$ cat src/rtl/segre_mem_stage.sv
// Memory stage of the Segre pipeline: latches EX results, runs the data-memory
// request/ack handshake and produces the writeback triple and hazard signals.
module segre_mem_stage #(
  parameter int WORD_SIZE = 32,
  parameter int ADDR_SIZE = 32,
  parameter int REG_SIZE  = 5
) (
  input  logic                 clk_i,
  input  logic                 rst_i,
  input  logic [WORD_SIZE-1:0] alu_res_i,
  input  logic                 rf_we_i,
  input  logic [REG_SIZE-1:0]  rf_waddr_i,
  input  logic [WORD_SIZE-1:0] rf_st_data_i,
  input  logic [1:0]           memop_type_i,
  input  logic                 memop_rd_i,
  input  logic                 memop_wr_i,
  input  logic                 memop_sign_ext_i,
  input  logic [ADDR_SIZE-1:0] seq_new_pc_i,
  input  logic                 is_jaljalr_i,
  input  logic                 valid_ex_i,
  input  logic                 finish_test_i,
  input  logic                 block_mem_i,
  input  logic                 inject_nops_i,
  output logic                 dmem_req_o,
  output logic                 dmem_we_o,
  output logic [ADDR_SIZE-1:0] dmem_addr_o,
  output logic [3:0]           dmem_be_o,
  output logic [WORD_SIZE-1:0] dmem_wdata_o,
  input  logic                 dmem_ack_i,
  input  logic [WORD_SIZE-1:0] dmem_rdata_i,
  output logic                 rf_we_o,
  output logic [REG_SIZE-1:0]  rf_waddr_o,
  output logic [WORD_SIZE-1:0] rf_data_o,
  output logic                 valid_mem_o,
  output logic                 mem_busy_o,
  output logic                 data_produced_mem_o,
  output logic                 misaligned_o,
  output logic                 finish_test_o
);

  // memop_data_type_e encoding
  localparam logic [1:0] BYTE = 2'd0;
  localparam logic [1:0] HALF = 2'd1;
  localparam logic [1:0] WORD = 2'd2;

  typedef enum logic [1:0] {IDLE, REQ, DONE} state_e;

  state_e state_q, state_d;

  logic [WORD_SIZE-1:0] alu_res_q;
  logic                 rf_we_q;
  logic [REG_SIZE-1:0]  rf_waddr_q;
  logic [WORD_SIZE-1:0] st_data_q;
  logic [1:0]           type_q;
  logic                 rd_q;
  logic                 wr_q;
  logic                 sext_q;
  logic [ADDR_SIZE-1:0] seq_pc_q;
  logic                 jal_q;
  logic                 valid_q;
  logic                 finish_q;
  logic [WORD_SIZE-1:0] rdata_q;

  logic                 advance;
  logic                 mis_q;
  logic                 in_pend;
  logic [7:0]           lane8;
  logic [15:0]          lane16;
  logic [WORD_SIZE-1:0] load_ext;
  logic [3:0]           be_lanes;
  logic [WORD_SIZE-1:0] wdata_lanes;

  function automatic logic is_mis(input logic [1:0] t, input logic [1:0] a);
    return (t == HALF && a[0]) || (t == WORD && a != 2'b00);
  endfunction

  // A started request always completes, so the latch is frozen while in REQ.
  assign advance = !block_mem_i && state_q != REQ;
  assign mis_q   = is_mis(type_q, alu_res_q[1:0]);
  assign in_pend = !inject_nops_i && valid_ex_i && (memop_rd_i || memop_wr_i) &&
                   !is_mis(memop_type_i, alu_res_i[1:0]);

  always_ff @(posedge clk_i or posedge rst_i) begin
    if (rst_i) begin
      alu_res_q  <= '0;
      rf_we_q    <= 1'b0;
      rf_waddr_q <= '0;
      st_data_q  <= '0;
      type_q     <= BYTE;
      rd_q       <= 1'b0;
      wr_q       <= 1'b0;
      sext_q     <= 1'b0;
      seq_pc_q   <= '0;
      jal_q      <= 1'b0;
      valid_q    <= 1'b0;
      finish_q   <= 1'b0;
    end else if (advance) begin
      if (inject_nops_i) begin
        alu_res_q  <= '0;
        rf_we_q    <= 1'b0;
        rf_waddr_q <= '0;
        st_data_q  <= '0;
        type_q     <= BYTE;
        rd_q       <= 1'b0;
        wr_q       <= 1'b0;
        sext_q     <= 1'b0;
        seq_pc_q   <= '0;
        jal_q      <= 1'b0;
        valid_q    <= 1'b0;
        finish_q   <= 1'b0;
      end else begin
        alu_res_q  <= alu_res_i;
        rf_we_q    <= rf_we_i;
        rf_waddr_q <= rf_waddr_i;
        st_data_q  <= rf_st_data_i;
        type_q     <= memop_type_i;
        rd_q       <= memop_rd_i;
        wr_q       <= memop_wr_i;
        sext_q     <= memop_sign_ext_i;
        seq_pc_q   <= seq_new_pc_i;
        jal_q      <= is_jaljalr_i;
        valid_q    <= valid_ex_i;
        finish_q   <= finish_test_i;
      end
    end
  end

  always_ff @(posedge clk_i or posedge rst_i) begin
    if (rst_i) begin
      rdata_q <= '0;
    end else if (state_q == REQ && dmem_ack_i) begin
      rdata_q <= load_ext;
    end
  end

  always_comb begin
    lane8    = 8'h00;
    lane16   = alu_res_q[1] ? dmem_rdata_i[31:16] : dmem_rdata_i[15:0];
    load_ext = dmem_rdata_i;
    case (alu_res_q[1:0])
      2'd0: lane8 = dmem_rdata_i[7:0];
      2'd1: lane8 = dmem_rdata_i[15:8];
      2'd2: lane8 = dmem_rdata_i[23:16];
      2'd3: lane8 = dmem_rdata_i[31:24];
      default: lane8 = 8'h00;
    endcase
    case (type_q)
      BYTE:    load_ext = {{24{sext_q & lane8[7]}}, lane8};
      HALF:    load_ext = {{16{sext_q & lane16[15]}}, lane16};
      default: load_ext = dmem_rdata_i;
    endcase
  end

  always_comb begin
    be_lanes    = 4'hF;
    wdata_lanes = st_data_q;
    case (type_q)
      BYTE: begin
        be_lanes    = 4'b0001 << alu_res_q[1:0];
        wdata_lanes = {4{st_data_q[7:0]}};
      end
      HALF: begin
        be_lanes    = alu_res_q[1] ? 4'b1100 : 4'b0011;
        wdata_lanes = {2{st_data_q[15:0]}};
      end
      default: begin
        be_lanes    = 4'hF;
        wdata_lanes = st_data_q;
      end
    endcase
  end

  always_ff @(posedge clk_i or posedge rst_i) begin
    if (rst_i) begin
      state_q <= IDLE;
    end else begin
      state_q <= state_d;
    end
  end

  // DONE behaves like IDLE except it remembers a completed access while blocked.
  always_comb begin
    state_d = state_q;
    case (state_q)
      REQ: begin
        if (dmem_ack_i) state_d = DONE;
      end
      IDLE, DONE: begin
        if (advance) state_d = in_pend ? REQ : IDLE;
      end
      default: state_d = IDLE;
    endcase
  end

  always_comb begin
    dmem_req_o          = (state_q == REQ);
    mem_busy_o          = (state_q == REQ);
    dmem_we_o           = (state_q == REQ) && wr_q;
    dmem_addr_o         = '0;
    dmem_be_o           = 4'h0;
    dmem_wdata_o        = '0;
    if (state_q == REQ) begin
      dmem_addr_o  = {alu_res_q[ADDR_SIZE-1:2], 2'b00};
      dmem_be_o    = be_lanes;
      dmem_wdata_o = wdata_lanes;
    end
    valid_mem_o         = valid_q && (state_q != REQ);
    rf_we_o             = rf_we_q && valid_q && (state_q != REQ) && !mis_q;
    data_produced_mem_o = rf_we_o;
    misaligned_o        = valid_q && (rd_q || wr_q) && mis_q;
    rf_waddr_o          = rf_waddr_q;
    rf_data_o           = rd_q ? rdata_q : (jal_q ? seq_pc_q : alu_res_q);
    finish_test_o       = finish_q;
  end

endmodule
$ cat config.mk
export PLATFORM = sky130hd
export DESIGN_NAME = segre_mem_stage
export DESIGN_NICKNAME = d
export VERILOG_FILES = /design/src/rtl/segre_mem_stage.sv
export SDC_FILE = /design/constraint.sdc
export NUM_CORES = 1
export LEC_CHECK = 0
export ABC_CLOCK_PERIOD_IN_PS = 10700
export BUFFER_PORTS_ARGS = -buffer_cell sky130_fd_sc_hd__buf_2
export CORE_MARGIN = 2
export CORE_UTILIZATION = 55
export DETAILED_ROUTE_END_ITERATION = 8
export PLACE_DENSITY = 0.86
export SYNTH_ARGS = -nofsm -noshare
export SYNTH_HDL_FRONTEND = slang
export SYNTH_SLANG_ARGS = --single-unit
$ cat constraint.sdc
create_clock -name clk_i -period 10.7 [get_ports clk_i]
set_input_delay 1.605 -clock clk_i [delete_from_list [all_inputs] [get_ports clk_i]]
set_output_delay 1.605 -clock clk_i [all_outputs]
set_load 0.05 [all_outputs]
; Word level (Yosys, flattened, before mapping)
; Index checks and enable logic that the tools add are counted.
[word_totals]
regBits = 144
out_inout_bits = 113
[op_classes]
eq_ne = 12
shifts = 1
mux = 27
n_bitwise = 2
reduce_logical = 31
[op_table]
columns = cell, n
row1 = $mux W32, 7
row2 = $pmux W32 S2, 2
row3 = $pmux W8 S4, 1
row4 = $logic_and A1 B1 Y1, 16
row5 = $mux W16, 1
row6 = $eq A2 B2 Y1 const B, 5
row7 = $eq A2 B1 Y1 const B, 4
row8 = $mux W1, 8
row9 = $mux W4, 2
row10 = $pmux W4 S2, 1
row11 = $logic_not A2 Y1, 3
row12 = $mux W2, 3
row13 = $mux W5, 1
row14 = $logic_not A1 Y1, 4
row15 = $logic_or A1 B1 Y1, 4
row16 = $ne A2 B1 Y1 const B, 2
row17 = $pmux W2 S2, 1
row18 = $reduce_bool A2 Y1, 2
row19 = $shl A1 B2 Y4 const A, 1
row20 = $and A1 B1 Y1, 2
row21 = $ne A2 B2 Y1 const B, 1
row22 = $reduce_and A2 Y1, 1
row23 = $reduce_or A2 Y1, 1

; Logic depth before layout (Yosys ltp)
; Gate-level depths: netlist of run 1.
[depth]
depth_word = 8
depth_mapped = 7
mapped_depth_nobuf = 4

; Worst setup path before layout of run 1
; Ideal clock, no wire load.
[synth_path]
kind = register to output
startpoint = register state_q[0]
endpoint = output port rf_we_o
arrival_ns = 2.381
slack_ns = 6.714
path_stages_with_launch = 7
path_buffers = 2
cell_sequence = dfrtp_1 -> nand2b_1 -> clkbuf_1 -> and2_1 -> nand2_1 -> nor2_1 -> buf_4
[synth_via]
elab_chain_len = 3
[synth_rtl]
columns = element, line
row1 = from (decl), 48  ; state_e state_q, state_d;
row2 = from (signal assigned), 177  ; state_q <= state_d;
row3 = $ne A2 B1 Y1, 208  ; rf_we_o = rf_we_q && valid_q && (state_q != REQ) && !mis_q;
row4 = $logic_and A1 B1 Y1 (2 in series), 208
row5 = to (decl), 31  ; output logic rf_we_o,
; Every way passes these cells.

; Final worst setup path of run 1
[layout_path]
startpoint = register type_q[1]
endpoint = output port misaligned_o
[layout_via]
elab_chain_len = 4
word_cells_on_any_way = 6
[layout_rtl]
columns = element, line
row1 = from (decl), 54  ; logic [1:0] type_q;
row2 = from (signal assigned), 116  ; type_q <= memop_type_i;
row3 = $eq A2 B1 Y1 or $eq A2 B2 Y1 (tied branches), 74  ; return (t == HALF && a[0]) || (t == WORD && a != 2'b00);
row4 = $logic_and A1 B1 Y1, 74
row5 = $logic_or A1 B1 Y1 *, 74
row6 = $logic_and A1 B1 Y1 *, 210  ; misaligned_o = valid_q && (rd_q || wr_q) && mis_q;
row7 = to (decl), 37  ; output logic misaligned_o,
; Mark *: on every way between the ends. The rest lies on a longest branch, timed or not.

==> results of run 1 <==
path summary, 6_finish.rpt:
path | from | end
max | type_q[1]$_DFFE_PP0P_ | misaligned_o
min | rf_waddr_o[2]$_DFFE_PP0P_ | rf_waddr_o[2]$_DFFE_PP0P_
max reg2reg | state_q[1]$_DFFE_PP0P_ | alu_res_q[21]$_DFFE_PP0P_
min reg2reg | rf_waddr_o[2]$_DFFE_PP0P_ | rf_waddr_o[2]$_DFFE_PP0P_
max in group asynchronous | rst_i | alu_res_q[30]$_DFFE_PP0P_
min in group asynchronous | rst_i | alu_res_q[31]$_DFFE_PP0P_
logic make-up after synthesis:
kind of cell / synth area share [%]
DFF: 45.4
and+or+nand+nor: 27.4
other: 0.0473
AOI/OAI and AO/OA: 14.1
muxes: 7.86
buffers and inverters: 5.10
metal layers:
metal,global-route usage (%),up-vias
met5,0,-
li1,-,3502
met3,7.28,49
met1,36.0,3427
met4,12.9,2
met2,49.1,304
synthesized netlist by cell type (2+ instances only):
cell      count  area (um2)
buf_1         5        18.8
a31oi_1       2        12.5
nor2_1       42         158
clkbuf_1     41         154
mux4_2        2        45.0
o22ai_1       3        18.8
dfrtp_1     144        3600
and3b_1       2        17.5
mux2i_1      51         510
buf_6         2        22.5
nor2b_1       4        25.0
nor3b_1       6        45.0
o221a_2       6        67.6
inv_1         3        11.3
buf_2        26         130
nand3_1      34         170
nand2b_1    115         719
nand2_1     192         721
o21ai_1       9        45.0
nor3_1        2        10.0
o21ai_0     151         756
and2_1       40         250
buf_4         7        52.6
mux2_2        6        67.6
a21oi_1      19        95.1
o31ai_1       2        15.0
a22oi_1       6        45.0
power by group through the flow:
stage          sequential (mW)  combinational (mW)  clock, mW
2_1_floorplan            0.685               0.339          0
3_3_place_gp             0.710               0.414          0
3_5_place_dp             0.714               0.422          0
4_1_cts                  0.705               0.425      0.569
5_1_grt                  0.717               0.462      0.595
6_report                 0.706               0.424      0.565
worst reg2reg max path, cell delays in order (launching register included):
cell and delay, ns:
dfrtp_1 0.39, nand2b_1 0.17, buf_4 0.25, nand2b_4 0.65, buf_4 0.96, o21ai_0 0.29
placed cells by master (no fill, tap or decap), drive strengths merged:
| cell | instances |
|---|---|
| a21oi | 19 |
| a22oi | 7 |
| a311oi | 1 |
| a31oi | 2 |
| a32o | 1 |
| and2 | 40 |
| and3b | 2 |
| buf | 264 |
| bufinv | 2 |
| clkbuf | 25 |
| clkinv | 4 |
| conb | 2 |
| dfrtp | 144 |
| diode | 4 |
| inv | 3 |
| mux2 | 6 |
| mux2i | 51 |
| mux4 | 2 |
| nand2 | 192 |
| nand2b | 115 |
| nand3 | 35 |
| nand3b | 2 |
| nor2 | 44 |
| nor2b | 4 |
| nor3 | 2 |
| nor3b | 6 |
| o211a | 1 |
| o21a | 1 |
| o21ai | 161 |
| o221a | 6 |
| o22ai | 3 |
| o31ai | 2 |
| or2 | 1 |
registers in the layout (all words and copies together) (netlist names):
signal	flops
rf_we_q	1
valid_q	1
rf_waddr_o	5
finish_test_o	1
seq_pc_q	32
type_q	2
alu_res_q	32
state_q	2
jal_q	1
rd_q	1
rdata_q	32
wr_q	1
st_data_q	32
sext_q	1
area by class of cell:
type	instances	share of cell area (%)
Multi-Input combinational cell	708	40.6
Clock inverter	6	0.866
Clock buffer	25	4.81
Antenna cell	4	0.103
Timing Repair Buffer	264	13.8
Tap cell	180	2.33
Sequential cell	144	37.3
Inverter	3	0.168
==> flow_metrics.tcl, run 1 <==
set metrics [dict create \
    grt_first_pass_wirelength_um 34300 \
    p_int_mw 1.12 \
    dr_wl_met3_um 1830 \
    dieArea_um2 15400 \
    drive_above_1_share_pct 27.4 \
    tightest_slew_ns 1.09 \
    clkLatencyLatePin_ns 0.42 \
    portBuffers 257 \
    timing.slew.headroom_pct 27.3 \
    fin_total_pwr_mw 1.69 \
    synth_edf_count 0 \
    fin_area_um2 9680 \
    antenna_left 0 \
    path_class "reg -> out" \
    ys_seq_elements 144 \
    critPathSlowestCell "dfrtp_2" \
    stdcell_count 1334 \
    clock_path_buffers 2 \
    crit_chain "buf_4 > inv_1 > o31ai_1 > o211a_1 > buf_2" \
    worst_hold_path_type "reg -> reg" \
    power.share.sequential_pct 41.7 \
    fin_ws_ns 6.39 \
    p_switching_mw 0.577 \
    num_vias 7284 \
    ios 260 \
    routed_wl_um 22500 \
    antenna_found_initial 4 \
    wl_per_cell_um 16.9 \
    dp_hpwl_um 15600 \
    required_ns 9.10 \
    grt_max_degree 129 \
    cts-htree-levels 4 \
    crit_family "buffers and inverters" \
    clk_pin_slew_worst_paths_ns 0.06 \
    reg2reg_depth 5 \
    ys_warn_count 0 \
    max_stage_delay_ns 0.64 \
    cp-end-kind "output pin" \
    synth_cells 936 \
    final.min_clock_period_ns 4.31 \
    min_period_over_period_pct 40.3 \
    power_frac_comb_pct 25.0 \
    core-area_um2 14000 \
    power_leakage_nw 4.72 \
    highest_layer "met5" \
    max_cap_viol_count 0 \
    floorplan.initialDensity_pct 56.7 \
    rrSetupSlack_ns 7.81 \
    die_h_um 124 \
    numClockSinks 144 \
    cts_tree "built" \
    clockPowerShare_pct 33.3 \
    synth_cell_types 41 \
    p_per_area_nw_per_um2 175 \
    holdBufCountCts 0 \
    synth_ff_type "dfrtp_1" \
    syn_to_final_growth_pct 22.1 \
    synth_area_um2 7930 \
    root_buffer "clkbuf_16" \
    first_pass_iters 5 \
    multi_input_area_um2 3930 \
    fillers 1186 \
    whs_ns 0.475 \
    grt_remaining_overflow 0 \
    place_congestion 0.894 \
    dp_cells 1299 \
    die-width_um 124 \
    std_cell_rows 43 \
    met1Wirelength_um 9150 \
    hold_violations 0 \
    yosysSeqAreaShare_pct 45.4 \
    num-nets-final 1285 \
    path_buf_inv 3 \
    critical_path_arrival_ns 2.71 \
    viasPerCell 5.46 \
    met2_length_um 10900 \
    status "finished clean" \
    register_area_um2 3610 \
    async_flop_share_pct 100 \
    drt_iter0_drc 537 \
    finish.utilization_pct 69.2 \
    rsz0062_at_grt "false" \
    worst-path-stages 5 \
    fin_worst_skew_ns 0.00814 \
    final_max_slew_viol_count 0 \
    fin_tns_setup_ns 0 \
    cts_resized 0 \
    worst-path-max-fanout 30 \
    max_freq_mhz 232 \
    ir_drop_mv 0.109 \
    route.detailed.drc 0 \
    whs_path_depth 2 \
    synth_area_per_cell_um2 8.47 \
    cts_made_buffers 17 \
    grt_pass1_vias 6831 \
    start_kind "flop" \
    dpl_worst_slack_ns 6.87 \
    finalSetupViolations 0 \
    cts_setup_buffers 0 \
    swShare_pct 34.1 \
    dpl-instance-area_um2 9120 \
    globalRouteTotalUtil_pct 29.3 \
]
(Power assumes the default switching activity.)
==> run 2, diff against run 1 <==
==> config.mk (replaced) <==
export PLATFORM = sky130hd
export DESIGN_NAME = segre_mem_stage
export DESIGN_NICKNAME = d
export VERILOG_FILES = /design/src/rtl/segre_mem_stage.sv
export SDC_FILE = /design/constraint.sdc
export NUM_CORES = 1
export LEC_CHECK = 0
export ABC_AREA = 1
export ABC_CLOCK_PERIOD_IN_PS = 4500
export BUFFER_PORTS_ARGS = -buffer_cell sky130_fd_sc_hd__buf_2
export CORE_MARGIN = 2
export CORE_UTILIZATION = 51
export DETAILED_ROUTE_END_ITERATION = 8
export PLACE_DENSITY = 0.81
export SYNTH_ARGS = -nofsm -noshare
export SYNTH_HDL_FRONTEND = slang
export SYNTH_SLANG_ARGS = --single-unit
==> constraint.sdc (replaced) <==
create_clock -name clk_i -period 4.5 [get_ports clk_i]
set_input_delay 0.675 -clock clk_i [delete_from_list [all_inputs] [get_ports clk_i]]
set_output_delay 0.675 -clock clk_i [all_outputs]
set_load 0.05 [all_outputs]
==> run 2 against run 1 <==
Net effect: combinational power rose to 2.9 times the previous value; largest power group unchanged; wire length rose by 4.6%; non-clock buffer count rose by 3; clock power rose to 2.5 times the previous value; synthesized cell count rose by 9.4%; highest routed layer unchanged; first-iteration DRC count rose by 18%; design area fell by 1.8%.
==> flow_metrics.tcl, run 2 <==
set metrics [dict create \
    cts-htree-levels 4 \
    clockPowerShare_pct 33.5 \
    power.share.sequential_pct 38.0 \
    final.min_clock_period_ns 3.52 \
    numClockSinks 144 \
    synth_common_cells "148 x o21ai_0, 146 x nand2_1, 144 x dfrtp_1, 139 x nand3_1, 133 x inv_1" \
    ys_warn_count 0 \
    synth_area_per_cell_um2 7.53 \
    holdBufCountCts 0 \
    grt_first_pass_wirelength_um 37000 \
    dpl_worst_slack_ns 1.40 \
    num_vias 7778 \
    critical_path_arrival_ns 2.85 \
    grt_pass1_vias 7089 \
    routed_wl_um 23500 \
    power_leakage_nw 5.12 \
    syn_to_final_growth_pct 23.3 \
    synth_ff_type "dfrtp_1" \
    grt_max_degree 108 \
    async_flop_share_pct 100 \
    required_ns 3.83 \
    final_max_slew_viol_count 0 \
    portBuffers 257 \
    fin_area_um2 9500 \
    rsz0062_at_grt "false" \
    worst_hold_path_type "in -> async" \
    synth_top_area_share_pct 46.8 \
    globalRouteTotalUtil_pct 29.4 \
    synth_edf_count 0 \
    p_switching_mw 1.53 \
    stdcell_count 1425 \
    cts_tree "built" \
    place_congestion 0.945 \
    clk_pin_slew_worst_paths_ns 0.06 \
    max_freq_mhz 284 \
    wl_per_cell_um 16.5 \
    yosysSeqAreaShare_pct 46.8 \
    finalSetupViolations 0 \
    cp-end-kind "output pin" \
    floorplan.initialDensity_pct 52.6 \
    grt_remaining_overflow 0 \
    max_cap_viol_count 0 \
    fin_ws_ns 0.979 \
    clock_path_buffers 2 \
    start_kind "flop" \
    cts_resized 0 \
    first_pass_iters 6 \
    drt_iter0_drc 633 \
    die-width_um 127 \
    core-area_um2 14600 \
    p_int_mw 2.73 \
    root_buffer "clkbuf_16" \
    fin_worst_skew_ns 0.00708 \
    worst-path-max-fanout 53 \
    synth_area_um2 7710 \
    cts_setup_buffers 0 \
    mostFrequentLayoutCells "257 x buf_2, 148 x o21ai_0, 146 x nand2_1" \
    whs_ns 0.240 \
    ios 260 \
    synth_cell_types 34 \
    tightest_slew_ns 0.913 \
    std_cell_rows 44 \
    hold_violations 0 \
    fin_tns_setup_ns 0 \
    cts_made_buffers 17 \
    antenna_left 0 \
    status "finished clean" \
    drive_above_1_share_pct 25.6 \
    route.detailed.drc 0 \
    clkLatencyLatePin_ns 0.43 \
    power_frac_comb_pct 28.5 \
    final_common_cell "buf_2" \
    viasPerCell 5.46 \
    path_class "reg -> out" \
    antenna_found_initial 4 \
    netlist_top_cells_area "dfrtp_1 47%, o21ai_0 9.6%, nand3_1 9.0%" \
    num-nets-final 1372 \
    ir_drop_mv 0.280 \
    dp_cells 1390 \
    dp_hpwl_um 16500 \
    finish.utilization_pct 64.9 \
    ys_seq_elements 144 \
    yosysTopAreaCell "dfrtp_1" \
    swShare_pct 36.0 \
    synth_cells 1024 \
    fin_total_pwr_mw 4.27 \
    die_h_um 127 \
    timing.slew.headroom_pct 39.1 \
    dpl-instance-area_um2 8900 \
    min_period_over_period_pct 78.2 \
    yosysMostFrequentCell "o21ai_0" \
    dieArea_um2 16100 \
    p_per_area_nw_per_um2 449 \
]
==> run 2: power groups by stage <==
stage | Sequential, mW | Clock, mW | Combinational [mW]
2_1_floorplan | 1.62 | 0 | 0.923
4_1_cts | 1.62 | 1.44 | 1.22
3_5_place_dp | 1.64 | 0 | 1.21
6_report | 1.62 | 1.43 | 1.22
3_3_place_gp | 1.63 | 0 | 1.18
5_1_grt | 1.64 | 1.51 | 1.34
==> run 2: final cells by class <==
type	instances	area, um2
fill	1312	5140
sequential	144	3610
multi-input combinational	657	3160
timing repair buffer	267	1370
inverter	138	523
clock buffer	20	457
tap	184	230
clock inverter	12	140
antenna	3	7.51
==> run 2: cells by family after synthesis <==
logic type      Yosys count  share of synthesized area (%)
other cells               1                         0.0487
compound gates          289                           20.1
buf+inv                 224                           12.2
flops                   144                           46.8
simple gates            366                           20.8
==> run 2: final timing paths <==
kind                            depth (start not counted)  slack [ns]                   endpoint               startpoint
worst max-delay path                                    6        0.98           dmem_wdata_o[25]   state_q[1]$_DFFE_PP0P_
worst min-delay path                                    2        0.24  st_data_q[22]$_DFFE_PP0P_                    rst_i
worst max register to register                          5        1.71  st_data_q[15]$_DFFE_PP0P_   state_q[0]$_DFFE_PP0P_
worst min register to register                          2        0.49    rdata_q[12]$_DFFE_PP0P_  rdata_q[12]$_DFFE_PP0P_
max in group asynchronous                               3        3.24  rf_waddr_o[2]$_DFFE_PP0P_                    rst_i
min in group clk_i                                      2        0.46     state_q[0]$_DFFE_PP0P_               dmem_ack_i
==> run 2: routing by layer <==
| layer | vias up | global-route usage [%] | wire (um) |
|---|---|---|---|
| met3 | 34 | 7.47 | 1970 |
| li1 | 3765 | - | - |
| met1 | 3628 | 40.7 | 10200 |
| met5 | - | 0 | 27 |
| met2 | 347 | 45.9 | 11000 |
| met4 | 4 | 9.31 | 388 |
==> run 2: critical path, stage by stage, from the launching register on <==
cell      delay [ns]
dfrtp_1         0.36
inv_1           0.11
nand2_4         0.33
inv_2           0.79
o21ai_0         0.26
a221oi_1        0.26
buf_2           0.31
==> run 3, diff against run 2 <==
--- a/config.mk
+++ b/config.mk
@@ -6,7 +6,7 @@
 export NUM_CORES = 1
 export LEC_CHECK = 0
 export ABC_AREA = 1
-export ABC_CLOCK_PERIOD_IN_PS = 4500
+export ABC_CLOCK_PERIOD_IN_PS = 3700
 export BUFFER_PORTS_ARGS = -buffer_cell sky130_fd_sc_hd__buf_2
 export CORE_MARGIN = 2
 export CORE_UTILIZATION = 51
==> constraint.sdc (replaced) <==
create_clock -name clk_i -period 3.7 [get_ports clk_i]
set_input_delay 0.555 -clock clk_i [delete_from_list [all_inputs] [get_ports clk_i]]
set_output_delay 0.555 -clock clk_i [all_outputs]
set_load 0.05 [all_outputs]
==> run 3 against run 2 <==
Net effect: combinational power up 20%; wire length hardly changed; hold slack improved by 0.090 ns; power is 20% higher; design area about the same; critical endpoint is now data_produced_mem_o; clock-buffer cell count is 3 lower; non-clock buffer count rose by 1; flip-flop and latch count unchanged; die area is the same; largest power group unchanged; sequential power is 22% higher; via count is 0.46% higher.
==> flow_metrics.tcl, run 3 (synthesis results as in run 2) <==
set metrics [dict create \
    num-nets-final 1373 \
    cp-end-kind "output pin" \
    reg2reg_depth 7 \
    fin_tns_setup_ns 0 \
    rsz0062_at_grt "false" \
    drt_iter0_drc 708 \
    clock_path_buffers 2 \
    fin_worst_skew_ns 0.00911 \
    cts_resized 0 \
    cts_setup_buffers 0 \
    min_period_over_period_pct 84.9 \
    routed_wl_um 23500 \
    std_cell_rows 44 \
    status "finished clean" \
    antenna_left 0 \
    final.min_clock_period_ns 3.14 \
    first_pass_iters 5 \
    floorplan.initialDensity_pct 52.6 \
    place_congestion 0.923 \
    worst-path-max-fanout 46 \
    finalSetupViolations 0 \
    final_common_cell "buf_2" \
    critical_path_arrival_ns 2.59 \
    cts_made_buffers 17 \
    path_class "reg -> out" \
    required_ns 3.14 \
    clk_pin_slew_worst_paths_ns 0.06 \
    dp_hpwl_um 16300 \
    ios 260 \
    tightest_slew_ns 0.931 \
    route.detailed.drc 0 \
    antenna_found_initial 5 \
    die-width_um 127 \
    root_buffer "clkbuf_16" \
    start_kind "flop" \
    num_vias 7814 \
    dpl-instance-area_um2 8920 \
    fillers 1339 \
    holdBufCountCts 0 \
    portBuffers 257 \
    p_per_area_nw_per_um2 539 \
    max_cap_viol_count 0 \
    globalRouteTotalUtil_pct 29.2 \
    final_max_slew_viol_count 0 \
    grt_remaining_overflow 0 \
    wl_per_cell_um 16.5 \
    drive_above_1_share_pct 25.7 \
    power_leakage_nw 5.11 \
    timing.slew.headroom_pct 37.8 \
    ir_drop_mv 0.335 \
    fin_area_um2 9490 \
    clkLatencyLatePin_ns 0.43 \
    grt_pass1_vias 7260 \
    max_freq_mhz 318 \
    grt_first_pass_wirelength_um 37100 \
    core-area_um2 14600 \
    mostFrequentLayoutCells "257 x buf_2, 148 x o21ai_0, 146 x nand2_1" \
    grt_max_degree 145 \
    finish.utilization_pct 64.8 \
    hold_violations 0 \
    syn_to_final_growth_pct 23.2 \
    cts_tree "built" \
    die_h_um 127 \
    dieArea_um2 16100 \
    worst_hold_path_type "in -> async" \
    cts-htree-levels 4 \
    viasPerCell 5.48 \
    numClockSinks 144 \
]
-- run 3: cell count changes in the layout (fill, tap and decap cells not counted), sizes merged --
cell and delta:
clkinv -5, buf +1, inv +12, diode +1
bufinv -3, clkinvlp -1, clkbuf -3
-- run 3: final timing paths --
path | startpoint | to | slack (ns)
worst min-delay path | rst_i | rf_we_q$_DFFE_PP0P_ | 0.33
worst max register to register | state_q[0]$_DFFE_PP0P_ | st_data_q[31]$_DFFE_PP0P_ | 0.91
min in group clk_i | rf_waddr_i[1] | rf_waddr_o[1]$_DFFE_PP0P_ | 0.35
max in group asynchronous | rst_i | rd_q$_DFFE_PP0P_ | 2.78
worst min register to register | rdata_q[14]$_DFFE_PP0P_ | rdata_q[14]$_DFFE_PP0P_ | 0.49
worst max-delay path | state_q[0]$_DFFE_PP0P_ | data_produced_mem_o | 0.56
-- run 3: per-stage QoR --
step	cells	setup WS (ns)	power (mW)	hold slack [ns]
after floorplan	1025	0.292	3.10	0.450
after global placement	1391	1.06	3.43	0.467
after detailed placement	1391	0.995	3.46	0.466
after CTS	1423	0.553	5.13	0.337
after global routing	1427	0.336	5.38	0.347
final	1427	0.559	5.12	0.330
-- run 3: layout make-up --
type	instances	area [um2]	area share [%]
Multi-Input combinational cell	657	3160	33.3
Clock buffer	17	425	4.48
Timing Repair Buffer	268	1390	14.7
Tap cell	184	230	2.43
Antenna cell	4	10.0	0.105
Inverter	138	523	5.51
Sequential cell	144	3610	38.0
Clock inverter	15	140	1.48
-- run 3: metal layers --
layer	vias to the layer above	routed length [um]	track usage (%)
met1	3642	10000	40.1
met2	355	10700	44.8
met4	2	679	10.9
li1	3766	-	-
met5	-	13	0
met3	49	2080	7.68
-- run 3: power breakdown --
group | total (mW) | switching [mW] | internal (mW)
clock network | 1.67 | 0.777 | 0.894
registers | 1.97 | 0.130 | 1.84
logic | 1.47 | 1.08 | 0.395
total | 5.12 | 1.99 | 3.13
-- run 3: worst max-delay path, cell delays in order (launching register included) --
cell	delay, ns
dfrtp_1	0.43
nand2_4	0.47
inv_2	0.27
buf_4	0.33
nor4_1	0.32
buf_2	0.33
